==> src/rtl/nibble_serial_adder_ctrl.sv <==
// nibble_serial_adder_ctrl: wide add via one reused 4-bit ripple slice, LSB nibble first; SERIAL_ADDER_SUB_EN adds a subtract port
module nibble_ripple_add (
   input  logic [3:0] a,
   input  logic [3:0] b,
   input  logic       ci,
   output logic [3:0] s,
   output logic       co
);
   logic [4:0] c;
   assign c[0] = ci;
   for (genvar i = 0; i < 4; i++) begin : g_fa
      assign s[i]   = a[i] ^ b[i] ^ c[i];
      assign c[i+1] = (a[i] & b[i]) | (c[i] & (a[i] ^ b[i]));
   end
   assign co = c[4];
endmodule

module nibble_serial_adder_ctrl #(
   parameter int NIBBLES = 4
) (
   input  logic                 clk,
   input  logic                 reset,
   input  logic                 start_valid,
   output logic                 start_ready,
   input  logic [4*NIBBLES-1:0] a_in,
   input  logic [4*NIBBLES-1:0] b_in,
   input  logic                 cin,
`ifdef SERIAL_ADDER_SUB_EN
   input  logic                 sub,
`endif
   output logic [4*NIBBLES-1:0] sum_out,
   output logic                 cout,
   output logic                 done_valid,
   input  logic                 done_ready,
   output logic                 busy
);
   localparam int W  = 4 * NIBBLES;
   localparam int CW = $clog2(NIBBLES) + 1;
   typedef enum logic [1:0] {IDLE, RUN, DONE} state_t;
   state_t         state;
   logic [W-1:0]   a_sh, b_sh, sum_r, b_acc;
   logic           carry, c_acc, co;
   logic [CW-1:0]  cnt;
   logic [3:0]     s;
   nibble_ripple_add u_add (
      .a (a_sh[3:0]),
      .b (b_sh[3:0]),
      .ci(carry),
      .s (s),
      .co(co)
   );
`ifdef SERIAL_ADDER_SUB_EN
   assign b_acc = sub ? ~b_in : b_in;
   assign c_acc = sub | cin;
`else
   assign b_acc = b_in;
   assign c_acc = cin;
`endif
   assign start_ready = (state == IDLE);
   assign sum_out     = sum_r;
   assign cout        = carry;
   always_ff @(posedge clk) begin
      if (reset) begin
         state      <= IDLE;
         a_sh       <= '0;
         b_sh       <= '0;
         sum_r      <= '0;
         carry      <= 1'b0;
         cnt        <= '0;
         done_valid <= 1'b0;
         busy       <= 1'b0;
      end else begin
         case (state)
            IDLE: if (start_valid) begin
               a_sh  <= a_in;
               b_sh  <= b_acc;
               carry <= c_acc;
               cnt   <= '0;
               sum_r <= '0;
               busy  <= 1'b1;
               state <= RUN;
            end
            RUN: begin
               // new slice enters at the top so the first nibble ends at the bottom
               sum_r <= W'({s, sum_r} >> 4);
               carry <= co;
               a_sh  <= a_sh >> 4;
               b_sh  <= b_sh >> 4;
               cnt   <= cnt + CW'(1);
               if (cnt == CW'(NIBBLES - 1)) begin
                  state      <= DONE;
                  done_valid <= 1'b1;
               end
            end
            DONE: if (done_ready) begin
               state      <= IDLE;
               done_valid <= 1'b0;
               busy       <= 1'b0;
            end
            default: state <= IDLE;
         endcase
      end
   end
endmodule

==> config.mk <==
export PLATFORM = sky130hd
export DESIGN_NAME = nibble_serial_adder_ctrl
export DESIGN_NICKNAME = d
export VERILOG_FILES = /design/src/rtl/nibble_serial_adder_ctrl.sv
export SDC_FILE = /design/constraint.sdc
export NUM_CORES = 1
export LEC_CHECK = 0
export BUFFER_PORTS_ARGS = -buffer_cell sky130_fd_sc_hd__buf_2
export CAP_MARGIN = 25
export CORE_MARGIN = 3
export CORE_UTILIZATION = 50
export CTS_BUF_LIST = sky130_fd_sc_hd__clkbuf_8
export DETAILED_ROUTE_END_ITERATION = 7
export GPL_ROUTABILITY_DRIVEN = 0
export PLACE_DENSITY_LB_ADDON = 0.12
export REMOVE_ABC_BUFFERS = 1
export SYNTH_ARGS = -nofsm -noshare
export SYNTH_HDL_FRONTEND = slang
export SYNTH_HIERARCHICAL = 1
export SYNTH_SLANG_ARGS = --single-unit
==> constraint.sdc <==
create_clock -name clk -period 3 [get_ports clk]
set_input_delay 0.3 -clock clk [delete_from_list [all_inputs] [get_ports clk]]
set_output_delay 0.3 -clock clk [all_outputs]
set_load 0.01 [all_outputs]
== After elaboration in Yosys (flattened, before gate mapping) ==
Index checks and enable logic that the tools add are counted.
Storage, ports and cells
  word-level logic and storage cells: 62
  output and inout port bits: 20
  input bits: 37
  register bits: 56
Cells by class
  eq/ne operators: 6
  multiplexer cells: 19
  bitwise operators: 20
  add/subtract/negate cells: 1
  reductions and logical operators: 8
Operators with widths (count)
  16-bit one-hot mux with 2 select lines: 3
  16-bit 2-to-1 mux: 3
  3-bit AND reduction: 3
  1-bit bitwise AND: 8
  1-bit bitwise XOR: 8
  2-bit 2-to-1 mux: 3
  2-bit != test, second input constant: 3
  1-bit one-hot mux with 2 select lines: 3
  2-bit one-hot mux with 3 select lines: 1
  3-bit one-hot mux with 2 select lines: 1
  2-bit nonzero test: 3
  1-bit 2-to-1 mux: 4
  1-bit OR: 4
  3-bit by 1-bit adder with 3-bit output, second input constant: 1
  3-bit by 2-bit == test with 1-bit output, second input constant: 1
  3-bit 2-to-1 mux: 1
  2-bit by 1-bit == test with 1-bit output, second input constant: 1
  2-bit == test, second input constant: 1
  2-bit logical NOT: 1
  2-bit AND reduction: 1

== Longest topological paths before layout ==
Gate-level depths: netlist of run 1.
  depth after elaboration: 10
  gate-level depth with buffers: 10
  gate-level depth less buffers: 10

== Hierarchy ==
The synthesis of run 1 kept the hierarchy.
Modules (own cells, without submodules)
  nibble_serial_adder_ctrl: area an instance 2140.8 sq um, cells an instance 193, instances 1
  nibble_ripple_add: area an instance 117.6 sq um, cells an instance 14, instances 1

== Least setup slack after synthesis of run 1 ==
Ideal clock, no wire load.
  kind: flip-flop to flip-flop
  from: register carry, in the netlist cout
  to: register sum_r[15], in the netlist sum_out[15]
  data required time: 2872 ps
  buffers on the path: 0
  slack: 986 ps
  arrival: 1887 ps
  cell stages (with the launch flop): 11
  library setup time: 128 ps
  period minus slack after synthesis: 2014 ps
  path through: dfxtp_1 fa_1 inv_1 fa_1 inv_1 fa_1 inv_1 fa_1 inv_1 a22oi_1 nor2_1
On the way
  word-level cells in the longest chain between the ends: 8
Ends and longest elaborated chain
  start, declared: RTL line 42  | logic carry, c_acc, co;
  start signal, assigned: RTL line 86  | carry <= co;
  1-bit bitwise AND: RTL line 13  | assign c[i+1] = (a[i] & b[i]) | (c[i] & (a[i] ^ b[i]));
  1-bit OR: RTL line 13
  1-bit bitwise AND: RTL line 13
  1-bit OR: RTL line 13
  1-bit bitwise AND: RTL line 13
  1-bit OR: RTL line 13
  1-bit bitwise XOR: RTL line 12  | assign s[i] = a[i] ^ b[i] ^ c[i];
  net s[3]: RTL line 44  | logic [3:0] s;
  16-bit one-hot mux with 2 select lines: RTL line 73  | case (state)
  end signal, assigned: RTL line 85  | sum_r <= W'({s, sum_r} >> 4);
  end, declared: RTL line 41  | logic [W-1:0] a_sh, b_sh, sum_r, b_acc;
The timed path passes the listed nets, and every way through them passes these cells.
A chain may end at the register's enable or synchronous reset.

== Worst setup path after layout of run 1 ==
  from: register a_sh[0]
  to: register sum_r[15], in the netlist sum_out[15]
On the way
  word-level cells in the longest chain between the ends: 9
Ends and longest elaborated chain
  start, declared: RTL line 41
  start signal, assigned: RTL line 75  | a_sh <= a_in;
  start signal, assigned: RTL line 87  | a_sh <= a_sh >> 4;
  1-bit bitwise XOR: RTL line 13
  1-bit bitwise AND: RTL line 13
  1-bit OR (*): RTL line 13
  1-bit bitwise AND (*): RTL line 13
  1-bit OR (*): RTL line 13
  1-bit bitwise AND (*): RTL line 13
  1-bit OR (*): RTL line 13
  1-bit bitwise XOR (*): RTL line 12
  net s[3]: RTL line 44
  16-bit one-hot mux with 2 select lines (*): RTL line 73
Mark *: on every way through the listed nets, which the timed path passes. The rest lies on a longest branch.

==> flow_results.org, run 1 <==
** Yosys
- Count of state elements after synthesis :: 56
- In this run, distinct cell masters in the synthesized netlist total 24.
- Yosys synthesis warning count :: 6
- Sorting the synthesized cells by how often they occur yields dfxtp_1, mux2i_1, o2bb2ai_1, nor2_1, a22oi_1.
- After synthesis, the share of flip-flops with an asynchronous set or reset is 0%.
- For this run, the leading register cell type out of synthesis is dfxtp_1.
- Sequential-to-total area share from yosys stat :: 49.6%
- Post-Synthesis Cell Area :: 2260 µm²
- Cell type contributing the most total cell area after synthesis :: dfxtp_1
- Post-synthesis area per instance :: 10.9 µm²
- By area the synthesized netlist is led by dfxtp_1, mux2i_1, o2bb2ai_1.
- Among all cell types in the netlist, the one instantiated most often is dfxtp_1.
- The cell count after synthesis came out at 207.
- In this run the biggest area consumer among cell types represents 49.6% of the synthesized area.
- Counting flops with a built-in enable in the synthesized netlist gives 0.

** Global route
- After global routing the overflow that remains totals 0.
- Largest net degree at the start of global routing :: 35
- The initial antenna violation count was 0.
- Via count of the first global-routing pass :: 1528
- Global Route Usage Sum :: 15.8%
- Global-route wire length before repair :: 6600 µm

** Critical path
- Worst reg2reg startpoint :: a_sh[0]
- Biggest fanout along the worst timing path :: 2
- Worst r2r path cells :: 10
- The worst register-to-register path has a setup slack of 0.86 ns.
- Required time at the worst-slack endpoint :: 3.24 ns
- By startpoint and endpoint, the worst setup path is classified as reg2reg.
- STA classifies the critical path startpoint as a flip-flop.
- Arrival time at the worst endpoint :: 2.38 ns
- Capture point of the worst reg-to-reg path :: sum_out[15]
- Kind of capture point of the worst setup path :: flip-flop

** Final layout
- In the final layout, the share of cells above drive strength 1 is 27.0%.
- Utilization after layout :: 63.2%
- Synthesis-to-layout area growth :: 16.8%
- The repair_antennas step left the layout with diodes totalling 0.
- Summing all multi-input logic gate instances after layout gives 993 µm².
- The filler cells instantiated in the layout total 351.
- Number of nets in the layout :: 301
- Area taken by flip-flops and latches :: 1120 µm²

** Die
- In this run the core area contains 23 standard-cell rows.
- The floorplan step defined a core boundary enclosing 4170 µm².
- The floorplan step set the die height to 73.2 µm.
- Die area :: 5360 µm²
- Starting density of the core :: 54.1%
- Floorplan die width :: 73.2 µm
- I/O pin total :: 57

** Power and ir drop
- Cell leakage power :: 1.15 nW
- Cell internal power dissipation :: 1.05 mW
- For this design the total switching power over the nets is 337 µW.
- The completed layout was analyzed and its total power is 1.39 mW.
- In this run the power density over the cells is 526 nW/µm².
- Clock power frac :: 28.7%
- Share of power burned in combinational logic :: 13.0%
- The share of total power dissipated in sequential elements is 58.2%.
- Largest voltage drop on the vdd net :: 337 µV
- Fraction of power spent switching nets :: 24.3%

** Clocking
- Counting along the longest clock path gives a buffer depth of 2.
- In this run the clock root is driven by a clkbuf_8.
- TritonCTS Buffers :: 5
- The H-tree was split into 2 levels.
- TritonCTS built the clock tree.
- Number of gates given a new drive strength after cts :: 0
- Counting every sink on the clock net gives 56.
- Clock-pin slew was measured on the worst setup and hold paths at 0.09 ns.
- At the later pin of the worst-skew pair, clock insertion delay measures 0.29 ns.
- The number of hold buffers added after CTS was 0.
- Setup Fix Bufs, Post-CTS :: 0

** STA
- Total count of hold-check failures in the final report :: 0
- Setup violations remaining at the end of the flow were counted as 0.
- Final hold analysis gives a worst-case slack of 0.208 ns.
- Time the final worst path needs with I/O delays and setup :: 2.14 ns
- Max Clock Skew :: 0.00223 ns
- Based on the critical path, the design can be clocked at up to 467 MHz.
- The number of pins exceeding their max-slew limit in the final report came to 0.
- Post-route fraction of the period consumed by the critical path :: 71.4%
- In this run the tightest slew margin relative to its limit is 57.9%.
- Setup repair after global routing left no endpoint under its margin.
- For the final routed database, the setup TNS stands at 0 ns.
- Transition time at the pin with the least slew margin :: 0.632 ns

** Placed design
- Input and output buffers added on the ports amount to 56.
- The wire-length estimate of the detail-placed layout is 2790 µm.

** Min path
- Min-Delay Path Depth :: 2
- Worst-case hold path end point :: b_sh[15]
- The worst hold path belongs to the class in2reg.
- Hold path startpoint :: b_in[15]

** Outcome
- The flow ran to the end, and the final reports show no timing, DRC or antenna violations.

** Flow run
- Max-cap violation count :: 0

** Routing
- Number of remaining DRC errors :: 0
- In this run, the number of DRC markers left after iteration 0 of detailed routing was 73.
- After detailed routing, the total wire length is 4060 µm.
- After detailed routing, the average wire length per cell comes to 13.1 µm.
- The detail route stage leaves a number of antenna-violating nets equal to 0.
- In the routed layout, each cell is associated on average with a via count of 5.33.
- Number of iterations in the first detailed-routing pass :: 5
- Total via count in the routed design :: 1646
-- per-stage QoR --
| stage | worst slack (ns) | cells | area (µm²) |
|---|---|---|---|
| after floorplan | 0.0876 | 191 | 2170 |
| after global placement | 0.935 | 300 | 2530 |
| after detailed placement | 0.882 | 301 | 2550 |
| after CTS | 0.864 | 309 | 2640 |
| after global routing | 0.721 | 309 | 2640 |
| final | 0.857 | 309 | 2640 |
-- how the worst max path moves through the flow --
stage	start	to	slack, ns	cells after the start
final	a_sh[0]	sum_out[15]	0.86	10
after global routing	a_sh[0]	sum_out[15]	0.72	10
after floorplan	state[0]	a_sh[12]	0.09	3
after detailed placement	a_sh[0]	sum_out[15]	0.88	10
after CTS	a_sh[0]	sum_out[15]	0.86	10
after global placement	a_sh[0]	sum_out[15]	0.93	10
-- logic make-up after synthesis --
group	share of synthesized area (%)
flops	49.6
fa+ha+maj	4.65
simple gates	6.43
buf+inv	6.37
compound gates	21.4
mux	11.5
-- power groups by stage --
stage,Clock (mW),Combinational (mW),Sequential [mW]
after floorplan,0,0.102,0.836
after global placement,0,0.180,0.824
after detailed placement,0,0.185,0.826
after CTS,0.416,0.185,0.809
after global routing,0.450,0.205,0.814
final,0.399,0.181,0.808
-- layout make-up --
| cell class | count | area share [%] |
|---|---|---|
| multi-input cells | 121 | 37.6 |
| flip-flops and latches | 56 | 42.5 |
| inverters | 14 | 1.99 |
| clock buffers | 6 | 3.13 |
| well taps | 50 | 2.37 |
| clock inverters | 2 | 0.284 |
| repair buffers | 60 | 12.0 |
-- registers in the layout, indices dropped and copies added, names as in the netlist --
| signal | count |
|---|---|
| a_sh | 16 |
| b_sh | 16 |
| busy | 1 |
| cnt | 3 |
| cout | 1 |
| done_valid | 1 |
| state | 2 |
| sum_out | 16 |
-- critical path, cell delays in order, from the launching register on --
cell and delay [ns]:
dfxtp_1 0.34, fa_1 0.43, inv_1 0.08, fa_1 0.17, inv_1 0.05, fa_1 0.35
inv_1 0.07, fa_1 0.40, inv_1 0.06, a22oi_1 0.06, nor2_1 0.08
-- per-layer routing --
metal	vias up	GRT usage (%)	part of all wire (%)
met5	-	0	0
met4	0	5.53	1.1
met3	5	4.82	5.9
met2	39	25.7	47
met1	762	19.6	46
li1	840	-	-
-- cells in the final DEF (no fill, tap or decap) --
cell       Yosys  final
a21oi_1        3      3
a22o_1         8      8
a22oi_1       18     18
and2_1         1      1
and2b_1        1      1
and3b_1        1      1
buf_2         10     56
buf_4          3      3
buf_8          0      1
clkbuf_8       0      6
dfxtp_1       56     55
dfxtp_2        0      1
fa_1           4      4
ha_1           2      2
inv_1         14     16
mux2i_1       26     26
nand2b_1       2      2
nor2_1        22     22
nor2_2         1      1
nor2b_1        2      2
o21bai_1       1      1
o21bai_4       1      1
o2bb2ai_1     25     25
o32ai_1        2      2
or2_4          1      1
Power figures use the tool's default switching activity.
==> run 2, diff against run 1 <==
--- a/config.mk
+++ b/config.mk
@@ -8,7 +8,7 @@
 export BUFFER_PORTS_ARGS = -buffer_cell sky130_fd_sc_hd__buf_2
 export CAP_MARGIN = 25
 export CORE_MARGIN = 3
-export CORE_UTILIZATION = 50
+export CORE_UTILIZATION = 49
 export CTS_BUF_LIST = sky130_fd_sc_hd__clkbuf_8
 export DETAILED_ROUTE_END_ITERATION = 7
 export GPL_ROUTABILITY_DRIVEN = 0
==> constraint.sdc (replaced) <==
create_clock -name clk -period 1.94 [get_ports clk]
set_input_delay 0.194 -clock clk [delete_from_list [all_inputs] [get_ports clk]]
set_output_delay 0.194 -clock clk [all_outputs]
set_load 0.01 [all_outputs]
==> flow_results.org, run 2 (synthesized netlist as in run 1, its figures left out) <==
** Placed design
- The post-DP HPWL was 2950 µm (+5.7%).
- IO buf count :: 56 (unchanged)
- Area post-placement :: 2570 µm² (+0.98%)

** Critical path
- Critical Path Slowest Stage Cell :: fa_1
- Worst reg2reg startpoint :: cout
- Traced cell by cell, the critical path runs through fa_2 -> inv_2 -> fa_2 -> inv_2 -> fa_2 -> inv_2 -> fa_1 -> inv_1 -> a22oi_1 -> nor2_1.
- The critical path in this run is classified as reg2reg.
- Arrival time at the worst endpoint :: 2.29 ns (-0.09 ns)
- Tracing the worst setup path back leads to its startpoint at cout.
- Kind of capture point of the worst setup path :: flip-flop
- STA classifies the critical path startpoint as a flip-flop.
- The critical path required time was 2.19 ns (-1.05 ns).
- The maximum single-stage delay on the critical path came to 0.39 ns (-0.04 ns).
- The largest fanout on the critical path was 2 (unchanged).

** Clocking
- The maximum level of the CTS H-tree came to 2 (unchanged).
- TritonCTS Buffers :: 5 (unchanged)
- Count of hold-fix buffers inserted at cts :: 0 (unchanged)
- Clock tree root buffer cell :: clkbuf_8
- The buffer levels on the longest clock path came to 2 (unchanged).
- Worst-skew pair later-pin latency :: 0.30 ns (about the same)
- The number of clock sinks is 56 (unchanged).
- Post-CTS clock slew at the launch and capture registers of the worst setup and hold paths :: 0.10 ns (about the same)
- TritonCTS clock tree :: built
- The number of buffers inserted by post-CTS setup repair is 0 (unchanged).

** Final layout
- Filler Cell Count :: 395 (+13%)
- Number of inserted diodes :: 0 (unchanged)
- Synthesis-to-layout area growth :: 19.2%
- The share of layout cells above drive strength 1 came to 31.9% (+4.9 points).
- Area taken by flip-flops and latches :: 1130 µm² (+0.33%)
- Most frequent standard cell in the layout excluding fill and tap cells :: buf_2
- Final instance area :: 2690 µm² (+2.0%)
- The library cells used most frequently in the layout, excluding fill and tap cells, are buf_2, dfxtp_1, mux2i_1.
- Total area of multi-input combinational cells :: 1000 µm² (+0.76%)
- The count of nets after finishing came to 305 (+1.3%).

** STA
- Transition time at the pin with the least slew margin :: 0.377 ns (-0.254 ns)
- Sum of negative setup slack :: -0.103 ns (-0.103 ns)
- Final Max Slew Viols :: 0 (unchanged)
- Time the final worst path needs with I/O delays and setup :: 2.04 ns (-0.100 ns)
- The post-route worst hold slack came to 0.0908 ns (-0.117 ns).
- Total setup violations reported at the end of the flow :: 1 (+1)
- The fmax was 489 MHz (+4.9%).
- The final clock skew is 0.00700 ns (+0.00477 ns).
- Unrepaired setup endpoints after global routing :: true
- Post-route fraction of the period consumed by the critical path :: 105% (+34 points)
- Worst slew margin :: 74.8% (+17 points)
- Total count of hold-check failures in the final report :: 0 (unchanged)
- Smallest setup slack after layout :: -0.103 ns (-0.960 ns)

** Routing
- Number of remaining DRC errors :: 0 (unchanged)
- Starting DRT DRC Count :: 110 (+51%)
- The average wire length per cell after detail routing came to 13.5 µm (+2.5%).
- Via/cell ratio :: 5.28 (-0.89%)
- The total wirelength of the detailed-routed design came to 4240 µm (+4.5%).
- Number of iterations in the first detailed-routing pass :: 4 (-1)
- Residual antenna-violating net count after detailed routing :: 0 (unchanged)
- Total via count in the routed design :: 1663 (+1.0%)

** Global route
- Global Route Usage Sum :: 16.8% (+1.1 points)
- The initial antenna violation count came to 0 (unchanged).
- Global-route wire length before repair :: 7160 µm (+8.5%)
- The total congestion overflow came to 0 (unchanged).
- Largest net degree at the start of global routing :: 34 (-2.9%)
- Via count of the first global-routing pass :: 1604 (+5.0%)

** Power and ir drop
- The power share of the clock group was 32.2% (+3.5 points).
- The power density of the placed cells is 844 nW/µm² (+61%).
- Cell leakage power :: 1.17 nW (+1.7%)
- Share of power burned in combinational logic :: 12.5% (-0.5 points)
- The share of total power consumed by net switching came to 23.9% (-0.36 points).
- The sequential share of power is 55.3% (-2.9 points).
- Cell internal power dissipation :: 1.73 mW (+65%)
- Largest voltage drop on the vdd net :: 522 µV (+55%)
- The power consumption came to 2.27 mW (+64%).
- The power dissipated by switching net loads was 544 µW (+61%).

** Die
- The die boundary width was 73.9 µm (+0.94%).
- The total core area is 4410 µm² (+5.8%).
- The number of placed I/O pins is 57 (unchanged).
- Die area :: 5460 µm² (+1.9%)
- The die height was 73.9 µm (+0.94%).
- Starting density of the core :: 51.2% (-3.0 points)
- Number of standard-cell rows in the floorplan :: 24 (+4.3%)

** Outcome
- Result of the run :: complete, but fails checks
- Violations in the final reports :: negative setup slack

** Flow run
- The max-cap violation count was 0 (unchanged).

** Min path
- The worst hold path begins at b_in[14].
- The tightest min-delay check is of the in2reg type.
[run 2: cell count changes in the layout (fill, tap and decap cells not counted), sizes merged]
cell,change
buf,+4
bufinv,+1
clkbuf,-1
clkinv,+1
inv,-1
[run 2: area by class of cell]
class,count,share of cell area [%]
clock inverters,3,1.44
well taps,52,2.42
repair buffers,64,12.6
clock buffers,5,2.56
inverters,14,1.95
multi-input cells,121,37.2
flip-flops and latches,56,41.8
[run 2: timing repair]
action / in CTS / in global routing
cloned: 0 / 0
resized for setup: 8 / 1
endpoints found under the setup margin: 2 / 2
endpoints found under the hold margin: 0 / 0
pin swaps: 3 / 2
[run 2: worst paths after layout]
| path | end | slack, ns | cells after the start |
|---|---|---|---|
| setup / recovery | sum_out[15] | -0.10 | 10 |
| hold / removal | b_sh[14] | 0.09 | 2 |
| setup reg to reg | sum_out[15] | -0.10 | 10 |
| hold reg to reg | b_sh[9] | 0.47 | 1 |
[run 2: power by group through the flow]
stage          Sequential (mW)  Combinational [mW]  Clock [mW]
2_1_floorplan             1.29               0.157           0
3_3_place_gp              1.28               0.284           0
3_5_place_dp              1.28               0.286           0
4_1_cts                   1.26               0.290       0.761
5_1_grt                   1.27               0.320       0.803
6_report                  1.26               0.285       0.732
[run 2: stage by stage]
step                setup WS, ns  instances  util [%]
floorplan                 -0.972        191         -
global placement          -0.115        307      58.3
detailed placement        -0.193        307      58.3
CTS                       -0.146        315      61.0
global route              -0.169        315      61.0
finish                    -0.103        315      61.0
[run 2: worst max-delay path, delay by kind of cell (launching register included)]
family                     cells  cell delay, ns
adders and majority gates      4            1.28
AOI/OAI and AO/OA              1            0.06
and+or+nand+nor                1            0.09
DFF                            1            0.34
buffers and inverters          4            0.22
[run 2: metal layers]
layer,share of wire (%),GRT usage [%]
met5,0,0
met4,0.92,5.43
met3,5.3,5.34
met2,46,26.7
met1,48,21.7
==> run 3, diff against run 2 <==
--- a/config.mk
+++ b/config.mk
@@ -7,8 +7,10 @@
 export LEC_CHECK = 0
 export BUFFER_PORTS_ARGS = -buffer_cell sky130_fd_sc_hd__buf_2
 export CAP_MARGIN = 25
+export CELL_PAD_IN_SITES_DETAIL_PLACEMENT = 1
+export CELL_PAD_IN_SITES_GLOBAL_PLACEMENT = 1
 export CORE_MARGIN = 3
-export CORE_UTILIZATION = 49
+export CORE_UTILIZATION = 38
 export CTS_BUF_LIST = sky130_fd_sc_hd__clkbuf_8
 export DETAILED_ROUTE_END_ITERATION = 7
 export GPL_ROUTABILITY_DRIVEN = 0
==> flow_results.org, run 3 (synthesized netlist as in run 1, its figures left out) <==
** Routing
- DRT Wirelength :: 4890 µm (+15%)
- The count of vias placed by the detailed router was 1704 (+2.5%).
- Starting DRT DRC Count :: 51 (-54%)
- The met3 layer wire length in the routed design is 247 µm (+11%).
- Total routed wire length on the met1 layer :: 2430 µm (+19%)
- The met2 wire length is 2190 µm (+13%).
- Residual antenna-violating net count after detailed routing :: 0 (unchanged)
- Average routed wire per standard cell :: 14.5 µm (+7.6%)
- Routed signal wires occupy layers up through met4.
- The via count normalized by instance count came to 5.06 (-4.2%).
- Number of remaining DRC errors :: 0 (unchanged)
- Number of iterations in the first detailed-routing pass :: 4 (unchanged)

** Critical path
- Worst setup path end :: sum_out[15]
- Arrival time at the worst endpoint :: 2.30 ns (about the same)
- The cell count along the critical path was 10 (unchanged).
- Biggest fanout along the worst timing path :: 2 (unchanged)
- The endpoint identified for the worst register-to-register timing path is sum_out[15].
- Worst reg2reg startpoint :: b_sh[0]
- The critical path goes through fa_2 -> inv_2 -> fa_2 -> inv_2 -> fa_2 -> inv_2 -> fa_1 -> inv_1 -> a22oi_2 -> nor2_1.
- Critical Path Slowest Stage Cell :: fa_1
- Nature of the critical path startpoint :: flip-flop
- Count of buffer and inverter cells on the critical path :: 4 (unchanged)
- Maximum single-stage delay on the critical path :: 0.40 ns (about the same)
- Required time at the worst-slack endpoint :: 2.18 ns (about the same)
- On the critical path the largest part of the delay comes from adder cells.
- Kind of capture point of the worst setup path :: flip-flop
- Worst r2r path cells :: 10 (unchanged)
- The worst-case register-to-register setup slack is -0.11 ns (about the same).
- The setup path with the least slack is of type reg2reg.
- Tracing the worst setup path back leads to its startpoint at b_sh[0].

** Global route
- The first-pass GRT wire length was 8140 µm (+14%).
- Initial antenna violation count :: 0 (unchanged)
- Largest net degree at the start of global routing :: 34 (unchanged)
- The combined global-route utilization of all metal layers was 14.2% (-2.7 points).
- The via count of the first global-routing pass is 1691 (+5.4%).
- Remaining global-route overflow :: 0 (unchanged)

** STA
- The number of pins exceeding their max-slew limit in the final report came to 0 (unchanged).
- Post-route fraction of the period consumed by the critical path :: 106% (+0.57 points)
- The final clock skew came to 0.0145 ns (+0.00755 ns).
- Sum of negative setup slack :: -0.114 ns (-0.0110 ns)
- Time the final worst path needs with I/O delays and setup :: 2.05 ns (+0.0110 ns)
- Hold_ws :: 0.0859 ns (-0.00492 ns)
- Total setup violations reported at the end of the flow :: 1 (unchanged)
- Smallest setup slack after layout :: -0.114 ns (-0.0110 ns)
- Setup repair after global routing could not meet its margin everywhere.
- Fmax :: 487 MHz (-0.54%)
- Transition time at the pin with the least slew margin :: 0.395 ns (+0.0175 ns)
- Total count of hold-check failures in the final report :: 0 (unchanged)
- Worst slew margin :: 73.6% (-1.2 points)

** Outcome
- Result of the run :: complete, but fails checks
- The final reports fail on negative setup slack.

** Clocking
- TritonCTS built the clock tree.
- The number of clock sinks was 56 (unchanged).
- The clock-pin slew reported for the worst setup and hold paths after clock tree synthesis is 0.11 ns (about the same).
- Maximum buffer depth of the clock tree :: 2 (unchanged)
- The tree is rooted in a clkbuf_8.
- Depth of the CTS H-tree :: 2 (unchanged)
- Setup Fix Bufs, Post-CTS :: 0 (unchanged)
- The latest clock arrival within the worst-skew pair is 0.31 ns (about the same).
- The number of buffers created by CTS came to 5 (unchanged).

** Die
- Floorplan die width :: 83.1 µm (+12%)
- The number of placed I/O pins came to 57 (unchanged).
- The standard-cell row count is 27 (+13%).
- Vertical die dimension :: 83.1 µm (+12%)
- The starting density of the core was 40.0% (-11 points).
- The total core area came to 5640 µm² (+28%).
- The die outline area is 6900 µm² (+26%).

** Final layout
- Relative to the synthesized area, the layout overhead comes to 21.9%.
- Number of inserted diodes :: 0 (unchanged)
- The area of all sequential standard cells was 1120 µm² (-0.11%).
- The core utilization of the finished layout was 48.8% (-12 points).
- The share of layout cells above drive strength 1 came to 32.8% (+0.89 points).
- The multi-input gate area in the final layout is 1010 µm² (+0.50%).
- Most frequent standard cell in the layout excluding fill and tap cells :: buf_2
- Number of nets in the layout :: 307 (+0.66%)
- The count of filler cells inserted in the layout was 664 (+68%).
- Leaving out fill and tap cells, the most frequent cells in the layout are buf_2, dfxtp_1, mux2i_1.

** Power and ir drop
- The maximum vdd drop was 384 µV (-27%).
- P per Cell Area :: 846 nW/µm² (+0.17%)
- The total leakage power was 1.18 nW (+0.77%).
- Sum of internal, switching and leakage power :: 2.33 mW (+2.4%)

** Min path
- Type of the most critical hold path :: in2reg

** Placed design
- The number of buffer cells added on primary ports is 56 (unchanged).
- The post-DP HPWL is 3480 µm (+18%).
- Placement-stage worst setup slack :: -0.193 ns (-0.000433 ns)

** Flow run
- The max-cap violation count was 0 (unchanged).
-- run 3: cell type report --
| class | count | share of cell area [%] |
|---|---|---|
| sequential | 56 | 40.9 |
| multi-input combinational | 121 | 36.5 |
| timing repair buffer | 66 | 13.4 |
| tap | 72 | 3.27 |
| clock buffer | 5 | 2.50 |
| inverter | 14 | 1.91 |
| clock inverter | 3 | 1.55 |
-- run 3: worst register-to-register path: stages, from the launching register on --
cell and delay (ns):
dfxtp_2 0.35, fa_2 0.38, inv_2 0.06, fa_2 0.18
inv_2 0.04, fa_2 0.33, inv_2 0.06, fa_1 0.40
inv_1 0.08, a22oi_2 0.05, nor2_1 0.08
-- run 3: per-stage QoR --
step | instance area [µm²] | instances
finish | 2750 | 337
global route | 2750 | 337
CTS | 2750 | 337
detailed placement | 2630 | 329
global placement | 2630 | 329
floorplan | 2170 | 191
-- run 3: routing by layer --
metal  vias to the layer above  global-route usage (%)
met2                        40                    22.1
met1                       808                    20.0
li1                        854                       -
met4                         0                    3.12
met5                         -                       0
met3                         2                    3.27
-- run 3: how the worst min path moves through the flow --
stage	start	endpoint	slack [ns]	depth (start not counted)
floorplan	reset	cnt[0]	0.27	1
global placement	a_in[15]	a_sh[15]	0.41	2
detailed placement	a_in[14]	a_sh[14]	0.41	2
CTS	a_in[13]	a_sh[13]	0.09	2
global route	a_in[13]	a_sh[13]	0.08	2
finish	a_in[13]	a_sh[13]	0.09	2
-- run 3: where the power goes --
group          total [mW]  leakage (nW)  switching (mW)  internal [mW]
registers            1.26         0.459          0.0464           1.21
logic               0.301         0.663           0.154          0.146
clock network       0.767        0.0541           0.384          0.383
total                2.33          1.18           0.584           1.74
-- run 3: timing repair --
action | CTS | global route
setup endpoints to repair | 2 | 2
pin swaps | 2 | 1
endpoints found under the hold margin | 0 | 0
hold buffers | 0 | 0
resized for setup | 8 | 1
